$ cat src/rtl/adc_capture_sequencer.sv
// Sequences multi-frame ADC captures through the packetiser and reports run status.
// Define ADC_SEQ_TIMEOUT_EN to build the CAPTURE stall watchdog (TIMEOUT_CYCLES).
module adc_capture_sequencer #(
    parameter int unsigned CNT_W          = 32,
    parameter int unsigned TIMEOUT_CYCLES = 1048576
) (
    input  logic             clk_i,
    input  logic             reset_ni,
    input  logic             start_i,
    input  logic             abort_i,
    input  logic [CNT_W-1:0] frame_len_i,
    input  logic [CNT_W-1:0] frame_cnt_i,
    input  logic [CNT_W-1:0] gap_i,
    input  logic             trig_mode_i,
    input  logic             trig_i,
    input  logic             axis_tvalid_i,
    input  logic             axis_tready_i,
    input  logic             axis_tlast_i,
    output logic             capture_en_o,
    output logic [CNT_W-1:0] length_o,
    output logic             busy_o,
    output logic             done_o,
    output logic [CNT_W-1:0] frames_done_o,
    output logic             cfg_err_o,
    output logic             len_err_o,
    output logic             timeout_o
);
    typedef enum logic [1:0] {StIdle, StArm, StCapture, StGap} state_e;

    if (TIMEOUT_CYCLES == 0) begin : g_timeout_check
        $error("TIMEOUT_CYCLES must be non-zero");
    end

    state_e           state_q;
    logic [CNT_W-1:0] frame_len_q, frame_cnt_q, gap_q, beat_cnt_q, gap_cnt_q;
    logic [CNT_W-1:0] length_q, frames_done_q;
    logic             trig_mode_q, trig_q, trig_edge_q;
    logic             capture_en_q, busy_q, done_q, cfg_err_q, len_err_q;

    logic             beat, last_frame;
    logic [CNT_W-1:0] frames_inc;
    logic [CNT_W:0]   beats_in_frame;

    assign beat           = axis_tvalid_i & axis_tready_i;
    assign frames_inc     = frames_done_q + CNT_W'(1);
    assign last_frame     = (frames_inc == frame_cnt_q);
    // One bit wider so a saturated beat count can never alias a legal length
    assign beats_in_frame = {1'b0, beat_cnt_q} + (CNT_W + 1)'(1);

`ifdef ADC_SEQ_TIMEOUT_EN
    localparam int unsigned StallW = $clog2(TIMEOUT_CYCLES + 1);
    logic [StallW-1:0] stall_q;
    logic              timeout_q;
    assign timeout_o = timeout_q;
`else
    assign timeout_o = 1'b0;
`endif

    always_ff @(posedge clk_i or negedge reset_ni) begin
        if (!reset_ni) begin
            state_q       <= StIdle;
            frame_len_q   <= '0;
            frame_cnt_q   <= '0;
            gap_q         <= '0;
            beat_cnt_q    <= '0;
            gap_cnt_q     <= '0;
            length_q      <= '0;
            frames_done_q <= '0;
            trig_mode_q   <= 1'b0;
            trig_q        <= 1'b0;
            trig_edge_q   <= 1'b0;
            capture_en_q  <= 1'b0;
            busy_q        <= 1'b0;
            done_q        <= 1'b0;
            cfg_err_q     <= 1'b0;
            len_err_q     <= 1'b0;
`ifdef ADC_SEQ_TIMEOUT_EN
            stall_q       <= '0;
            timeout_q     <= 1'b0;
`endif
        end else begin
            done_q      <= 1'b0;
            cfg_err_q   <= 1'b0;
            trig_q      <= trig_i;
            // Only edges that occur while armed may launch a frame
            trig_edge_q <= (state_q == StArm) & trig_i & ~trig_q;
`ifdef ADC_SEQ_TIMEOUT_EN
            if (state_q != StCapture) stall_q <= '0;
`endif
            if (abort_i) begin
                state_q      <= StIdle;
                capture_en_q <= 1'b0;
                busy_q       <= 1'b0;
                trig_edge_q  <= 1'b0;
            end else begin
                unique case (state_q)
                    StIdle: begin
                        if (start_i) begin
                            if (frame_len_i == '0 || frame_cnt_i == '0) begin
                                cfg_err_q <= 1'b1;
                            end else begin
                                frame_len_q   <= frame_len_i;
                                frame_cnt_q   <= frame_cnt_i;
                                gap_q         <= gap_i;
                                trig_mode_q   <= trig_mode_i;
                                length_q      <= frame_len_i - CNT_W'(1);
                                frames_done_q <= '0;
                                len_err_q     <= 1'b0;
                                beat_cnt_q    <= '0;
                                busy_q        <= 1'b1;
                                state_q       <= trig_mode_i ? StArm : StCapture;
                                capture_en_q  <= ~trig_mode_i;
`ifdef ADC_SEQ_TIMEOUT_EN
                                timeout_q     <= 1'b0;
`endif
                            end
                        end
                    end
                    StArm: begin
                        if (trig_edge_q) begin
                            state_q      <= StCapture;
                            capture_en_q <= 1'b1;
                            beat_cnt_q   <= '0;
                        end
                    end
                    StCapture: begin
                        if (beat) begin
                            if (beat_cnt_q != '1) beat_cnt_q <= beat_cnt_q + CNT_W'(1);
`ifdef ADC_SEQ_TIMEOUT_EN
                            stall_q <= '0;
`endif
                            if (axis_tlast_i) begin
                                if (beats_in_frame != {1'b0, frame_len_q}) len_err_q <= 1'b1;
                                frames_done_q <= frames_inc;
                                beat_cnt_q    <= '0;
                                if (last_frame) begin
                                    state_q      <= StIdle;
                                    capture_en_q <= 1'b0;
                                    busy_q       <= 1'b0;
                                    done_q       <= 1'b1;
                                end else if (gap_q == '0) begin
                                    state_q      <= trig_mode_q ? StArm : StCapture;
                                    capture_en_q <= ~trig_mode_q;
                                end else begin
                                    state_q      <= StGap;
                                    gap_cnt_q    <= '0;
                                    capture_en_q <= 1'b0;
                                end
                            end
                        end
`ifdef ADC_SEQ_TIMEOUT_EN
                        else if (stall_q == StallW'(TIMEOUT_CYCLES - 1)) begin
                            timeout_q    <= 1'b1;
                            state_q      <= StIdle;
                            capture_en_q <= 1'b0;
                            busy_q       <= 1'b0;
                        end else begin
                            stall_q <= stall_q + StallW'(1);
                        end
`endif
                    end
                    StGap: begin
                        // Counting from 0 keeps capture_en low gap+1 cycles between frames
                        if (gap_cnt_q == gap_q) begin
                            state_q      <= trig_mode_q ? StArm : StCapture;
                            capture_en_q <= ~trig_mode_q;
                            beat_cnt_q   <= '0;
                        end else begin
                            gap_cnt_q <= gap_cnt_q + CNT_W'(1);
                        end
                    end
                    default: state_q <= StIdle;
                endcase
            end
        end
    end

    assign capture_en_o  = capture_en_q;
    assign length_o      = length_q;
    assign busy_o        = busy_q;
    assign done_o        = done_q;
    assign frames_done_o = frames_done_q;
    assign cfg_err_o     = cfg_err_q;
    assign len_err_o     = len_err_q;

endmodule

$ cat config.mk
export PLATFORM = sky130hd
export DESIGN_NAME = adc_capture_sequencer
export DESIGN_NICKNAME = d
export VERILOG_FILES = /design/src/rtl/adc_capture_sequencer.sv
export SDC_FILE = /design/constraint.sdc
export NUM_CORES = 1
export LEC_CHECK = 0
export ABC_AREA = 1
export ABC_CLOCK_PERIOD_IN_PS = 2600
export CORE_ASPECT_RATIO = 1.75
export CORE_MARGIN = 4
export CORE_UTILIZATION = 55
export CTS_CLUSTER_DIAMETER = 100
export DETAILED_ROUTE_END_ITERATION = 10
export PLACE_DENSITY = 0.86
export RECOVER_POWER = 100
export SYNTH_ARGS = -nofsm -noshare
export SYNTH_HDL_FRONTEND = slang
export SYNTH_SLANG_ARGS = --single-unit
$ cat constraint.sdc
create_clock -name clk_i -period 2.6 [get_ports clk_i]
set_input_delay 0.52 -clock clk_i [delete_from_list [all_inputs] [get_ports clk_i]]
set_output_delay 0.52 -clock clk_i [all_outputs]
set_load 0.01 [all_outputs]
==> flow_metrics.env, run 1 <==
export IMPL_run_status="finished, violations left"
export IMPL_failed_checks="capacitance limit, slew limit, setup timing"
export IMPL_ys_flop_type="dfrtp_1"
export IMPL_synth_top_cells_by_area="dfrtp_1 41%, nand2_1 20%, nand3_1 5.8%"
export IMPL_setup_viol=69
export IMPL_clk_path_buf_depth=3
export IMPL_place_hpwl_um=36120
export IMPL_pre_cts_slack_ns=-0.5334
export IMPL_synth_top_family_by_area="simple AND/OR/NAND/NOR gates"
export IMPL_synth_common_cells="748 x nand2_1, 234 x dfrtp_1, 209 x nor2_1, 208 x inv_1, 167 x nand3_1"
export IMPL_maxSlewViolCount=65
export IMPL_antenna_found_initial=1
export IMPL_grt_pass1_wl_um=75020
export IMPL_cp_start_kind="flip-flop"
export IMPL_routedWlPerCell_um=17.74
export IMPL_tns_ns=-3.161
export IMPL_die_x_um=130.0
export IMPL_slew_headroom_pct=-16.92
export IMPL_layout_drive_gt1_share_pct=15.06
export IMPL_io_pins=175
export IMPL_coreArea_um2=25430
export IMPL_power_density_nw_per_um2=804.0
export IMPL_synth_edf_count=0
export IMPL_r2r_end="gap_cnt_q[3]"
export IMPL_crit_top_cell="nand2_1"
export IMPL_power_mw=15.40
export IMPL_synth_top_area_cell="dfrtp_1"
export IMPL_hold_path_end="trig_edge_q"
export IMPL_ys_ff_latch=234
export IMPL_via_per_inst=5.618
export IMPL_ir_drop_uv=680.6
export IMPL_grtUsageTotal_pct=32.65
export IMPL_clock_fmax_ghz=0.3705
export IMPL_worstReg2RegStart="frames_done_o[1]"
export IMPL_grt_setup_unrepaired="yes"
export IMPL_postRouteAntennaNets=0
export IMPL_fin_crit_ns=2.699
export IMPL_synth_cell_types=38
export IMPL_fin_worst_skew_ns=0.03296
export IMPL_overflow=0
export IMPL_yosysTopAreaCellShare_pct=40.88
export IMPL_dr_pass1_iters=6
export IMPL_setup_ws_ns=-0.09888
export IMPL_whs_path_depth=1
export IMPL_slowest_delay_ns=0.38
export IMPL_leakagePower_nw=9.048
export IMPL_cts_htree_levels=1
export IMPL_cp_slowest_cell="dfrtp_1"
export IMPL_syn_nets=2168
export IMPL_initial_utilization_pct=56.31
export IMPL_worstPathBufferInverterCount=3
export IMPL_root_buffer="clkbuf_16"
export IMPL_synth_xor_area_share_pct=6.814
export IMPL_die_height_um=221.5
export IMPL_synth_simple_gate_area_share_pct=37.35
export IMPL_port_buffers=173
export IMPL_period_share_pct=103.8
export IMPL_synth_seq_area_share_pct=40.88
export IMPL_clk_pin_slew_worst_paths_ns=0.07
export IMPL_r2r_cells=21
export IMPL_area_growth_pct=33.73
export IMPL_clock_latency_ns=0.55
export IMPL_die_area_um2=28790
export IMPL_finalHoldViolCount=0
export IMPL_yosysWarnings=0
export IMPL_fill_cells=1904
export IMPL_rows=77
export IMPL_finish_net_count=2543
export IMPL_synthMuxAreaShare_pct=0
export IMPL_wl_um=49110
export IMPL_cts_made_buffers=23
export IMPL_critical_path_arrival_ns=3.14
export IMPL_cts_tree="yes"
export IMPL_numClockSinks=234
export IMPL_avgSynthCellArea_um2=6.956
export IMPL_grt_pass1_vias=15330
export IMPL_whs_ns=0.4186
export IMPL_hold_class="flip-flop to flip-flop"
export IMPL_rrSetupSlack_ns=-0.1
export IMPL_syn_area_um2=14320
export IMPL_grt_start_max_net_pins=88
export IMPL_cp_cell_sequence="ha_2, nand2_4, nor2_8, nand2_4, nor2_4, buf_6, buf_4, nand2_1, nand3_2, nand2_2, nand2_1, nor2_1, nand2_1, nor2_4, nand3_2, nand2_4, nand2_8, nand2_8, clkbuf_16, nand2_1, nand2_1"
export IMPL_drv_cap=1
export IMPL_path_class="flip-flop to flip-flop"
export IMPL_synthCells=2059
export IMPL_synth_compound_area_share_pct=6.910
export IMPL_path_max_fanout=5
export IMPL_drt_iter0_drc=1267
export IMPL_yosysMostFrequentCell="nand2_1"
export IMPL_hp_start="trig_q"
export IMPL_critical_path_top_delay_family="simple AND/OR/NAND/NOR gates"
export IMPL_gp_congestion=1.007
export IMPL_cp_required_ns=3.04
export IMPL_async_reset_ff_share_pct=100.0
export IMPL_synth_fa_ha_area_share_pct=0.3494
export IMPL_worstMarginPinSlew_ns=1.754
export IMPL_drc=0
export IMPL_end_kind="flip-flop"
export IMPL_detailroute_via_count=15550
-- per-stage QoR --
stage / std cells / area [um^2] / utilization (%)
after floorplan: 2059 / 14320 / -
final: 2768 / 19150 / 75.31
after detailed placement: 2702 / 17910 / 70.42
after global placement: 2702 / 17910 / 70.42
after CTS: 2752 / 18790 / 73.88
after global routing: 2768 / 19150 / 75.31
-- kinds of logic after synthesis --
kind of cell	Yosys count
adders and majority gates	4
xor gates and xnor gates	102
and+or+nand+nor	1267
buffers and inverters	276
other	1
AOI/OAI and AO/OA	175
DFF	234
-- layout make-up --
cell class	count	area (um^2)	area share (%)
flip-flops and latches	234	5859	30.59
clock buffers	26	616.8	3.221
well taps	316	395.4	2.064
multi-input cells	1549	7622	39.80
clock inverters	16	162.7	0.8492
inverters	213	804.5	4.200
repair buffers	413	3690	19.26
diodes	1	2.502	0.01307
-- power by group --
group	total [mW]	internal [mW]	switching [mW]
Sequential	5.54	4.69	0.851
Clock	3.49	1.93	1.56
Combinational	6.37	2.56	3.81
Total	15.4	9.18	6.22
-- how the worst max path moves through the flow --
stage / cells past startpoint / slack [ns] / to / startpoint
2_1_floorplan: 13 / 0.20 / frame_len_q[10] / frame_len_i[0]
3_3_place_gp: 14 / -0.49 / length_o[20] / frame_len_i[24]
3_5_place_dp: 15 / -0.53 / length_o[22] / frame_len_i[24]
4_1_cts: 20 / -0.01 / gap_cnt_q[1] / frames_done_o[1]
5_1_grt: 19 / -0.30 / gap_cnt_q[28] / frames_done_o[12]
6_report: 21 / -0.1 / gap_cnt_q[3] / frames_done_o[1]
-- layout by cell type, fill, tap and decap left out, drive strengths merged, types with 2 or more instances in the layout --
master | synthesis | final
xnor3 | 6 | 6
dfrtp | 234 | 234
nand2 | 754 | 754
nor3 | 43 | 43
nand3 | 167 | 167
inv | 213 | 215
nand4 | 31 | 31
xor2 | 58 | 58
a21oi | 4 | 4
and2 | 4 | 4
nor4 | 27 | 27
or2 | 4 | 4
nor3b | 4 | 4
dlygate4sd3 | 0 | 70
clkinvlp | 0 | 7
clkinv | 0 | 5
o21bai | 3 | 3
clkbuf | 30 | 38
clkdlybuf4s50 | 0 | 103
xnor2 | 38 | 38
o31ai | 40 | 40
bufinv | 0 | 2
ha | 4 | 4
nor2 | 220 | 220
o21ai | 125 | 125
buf | 33 | 228
nand3b | 11 | 11
-- timing repair --
item	CTS	global route
resized for setup	8	73
hold endpoints to repair	58	0
pin swaps	3	20
cloned	0	4
endpoints found under the setup margin	39	59
setup buffers	7	11
hold buffers	1	0
-- layer usage --
layer / vias to the layer above / GRT usage, % / wire length, um
li1: 7327 / - / -
met5: - / 0 / 0
met2: 717 / 59.06 / 25560
met4: 0 / 19.43 / 3618
met3: 215 / 3.909 / 2686
met1: 7292 / 35.55 / 17240
-- flip-flops by register name (all words and copies together) (netlist names), 2 cells and up --
| register | flops |
|---|---|
| beat_cnt_q | 32 |
| frames_done_o | 32 |
| frame_cnt_q | 32 |
| gap_cnt_q | 32 |
| state_q | 2 |
| length_o | 32 |
| gap_q | 32 |
| frame_len_q | 32 |
(Power assumes the default switching activity.)
==> run 2: changes to the inputs <==
Settings changed: ABC_CLOCK_PERIOD_IN_PS 2600 to 2700.
Clock period 2.6 ns to 2.7 ns, I/O delays scaled along.
==> run 2 against run 1 <==
Compared with the run above:
- the flow still finishes with violations (capacitance limit, slew limit, setup timing)
- combinational power shrank 5.3%
- via count shrank 1.4%
- die area stayed put
- sequential share of layout area rose by 0.090 points
- clock-buffer cell count is 5 higher
- critical path depth stayed put
- non-clock buffer count decreased by 39
- critical endpoint is now gap_cnt_q[18]
- largest power group unchanged
- first-iteration DRC count shrank 8.8%
- largest cell class unchanged
==> flow_metrics.env, run 2 (same netlist as run 1, synthesis figures left out) <==
export IMPL_grt_pass1_vias=15200
export IMPL_clock_latency_ns=0.53
export IMPL_end_kind="flip-flop"
export IMPL_place_area_um2=17610
export IMPL_clk_path_buf_depth=3
export IMPL_routedWlPerCell_um=17.89
export IMPL_dr_pass1_iters=6
export IMPL_overflow=0
export IMPL_mostFrequentLayoutCells="691 x nand2_1, 228 x dfrtp_1, 208 x inv_1, 187 x nor2_1, 178 x buf_4"
export IMPL_setup_ws_ns=-0.1065
export IMPL_antenna_found_initial=1
export IMPL_area_growth_pct=33.42
export IMPL_io_pins=175
export IMPL_grt_setup_unrepaired="yes"
export IMPL_die_area_um2=28790
export IMPL_whs_path_depth=1
export IMPL_maxSlewViolCount=59
export IMPL_tns_ns=-1.841
export IMPL_setup_viol=33
export IMPL_grt_pass1_wl_um=75510
export IMPL_initial_utilization_pct=56.31
export IMPL_r2r_cells=21
export IMPL_failed_checks="capacitance limit, slew limit, setup timing"
export IMPL_path_class="flip-flop to flip-flop"
export IMPL_power_mw=14.91
export IMPL_cts_tree="yes"
export IMPL_hold_class="flip-flop to flip-flop"
export IMPL_layout_drive_gt1_share_pct=15.26
export IMPL_drc=0
export IMPL_fin_crit_ns=2.806
export IMPL_drt_iter0_drc=1155
export IMPL_rows=77
export IMPL_wl_um=48810
export IMPL_fill_cells=1934
export IMPL_root_buffer="clkbuf_16"
export IMPL_cp_start_kind="flip-flop"
export IMPL_detailroute_via_count=15330
export IMPL_fin_area_um2=19110
export IMPL_utilization_pct=75.13
export IMPL_layoutNonFillerInstCount=2728
export IMPL_final_common_cell="nand2_1"
export IMPL_dp_cells=2664
export IMPL_cp_required_ns=3.15
export IMPL_cts_htree_levels=1
export IMPL_gp_congestion=0.9918
export IMPL_via_per_inst=5.620
export IMPL_hold_path_end="trig_edge_q"
export IMPL_fin_worst_skew_ns=0.01201
export IMPL_grtUsageTotal_pct=32.75
export IMPL_die_x_um=130.0
export IMPL_clk_pin_slew_worst_paths_ns=0.07
export IMPL_period_share_pct=103.9
export IMPL_power_density_nw_per_um2=780.0
export IMPL_cts_made_buffers=23
export IMPL_coreArea_um2=25430
export IMPL_numClockSinks=234
export IMPL_r2r_end="gap_cnt_q[18]"
export IMPL_rrSetupSlack_ns=-0.11
export IMPL_run_status="finished, violations left"
export IMPL_drv_cap=1
export IMPL_postRouteAntennaNets=0
export IMPL_whs_ns=0.4084
export IMPL_leakagePower_nw=8.895
export IMPL_place_hpwl_um=36230
export IMPL_finalHoldViolCount=0
export IMPL_hp_start="trig_q"
export IMPL_critical_path_arrival_ns=3.26
export IMPL_worstMarginPinSlew_ns=1.560
export IMPL_ir_drop_uv=694.9
export IMPL_clock_fmax_ghz=0.3563
export IMPL_pre_cts_slack_ns=-0.6010
export IMPL_port_buffers=173
export IMPL_die_height_um=221.5
export IMPL_slew_headroom_pct=-4.025
export IMPL_path_max_fanout=7
export IMPL_worstReg2RegStart="frames_done_o[1]"
export IMPL_finish_net_count=2504
export IMPL_grt_start_max_net_pins=70
## run 2: what timing repair did
item                       in CTS  in global routing
setup endpoints to repair      74                204
hold buffers                    1                  0
resized for setup               7                128
setup buffers                   5                 12
hold endpoints to repair       56                  0
pin swaps                       3                 36
cloned                          0                  4
## run 2: power by group
group / switching [mW] / internal, mW
combinational: 3.64 / 2.39
clock: 1.42 / 2.14
sequential: 0.792 / 4.52
## run 2: worst max-delay path, stage by stage, from the launching register on
cell,delay [ns]
dfrtp_1,0.42
ha_2,0.23
nand2_4,0.08
nor2_8,0.17
nand2_4,0.11
nor2_4,0.15
buf_12,0.15
nand2_4,0.06
nand2_4,0.08
nand2_2,0.06
nand2_2,0.11
nand2_1,0.06
nor2_1,0.08
nand2_1,0.09
nor2_4,0.15
nand3_2,0.11
nand2_2,0.09
nand2_4,0.08
nand2_8,0.14
clkbuf_16,0.17
nand2_1,0.06
nand2_1,0.07
## run 2: layout make-up
type / count / area (um^2) / area share, %
diodes: 1 / 2.502 / 0.01309
multi-input cells: 1549 / 7790 / 40.76
well taps: 316 / 395.4 / 2.069
clock inverters: 10 / 187.7 / 0.9821
repair buffers: 374 / 3432 / 17.96
clock buffers: 31 / 635.6 / 3.326
flip-flops and latches: 234 / 5863 / 30.68
inverters: 213 / 803.3 / 4.203
## run 2: metal layers
layer	wire, um	up-vias	track usage, %
met5	0	-	0
met4	3918	0	22.62
met1	16720	7209	34.78
li1	-	7238	-
met2	25640	664	58.81
met3	2534	219	3.644
## run 2: worst max-delay path by stage
stage / endpoint / depth (start not counted) / slack [ns] / from
2_1_floorplan: frame_len_q[10] / 13 / 0.28 / frame_len_i[0]
3_3_place_gp: length_o[20] / 14 / -0.51 / frame_len_i[24]
3_5_place_dp: frame_len_q[13] / 14 / -0.60 / frame_len_i[24]
4_1_cts: gap_cnt_q[1] / 20 / 0.004 / frames_done_o[0]
5_1_grt: gap_cnt_q[18] / 18 / -0.17 / frames_done_o[12]
6_report: gap_cnt_q[18] / 21 / -0.11 / frames_done_o[1]
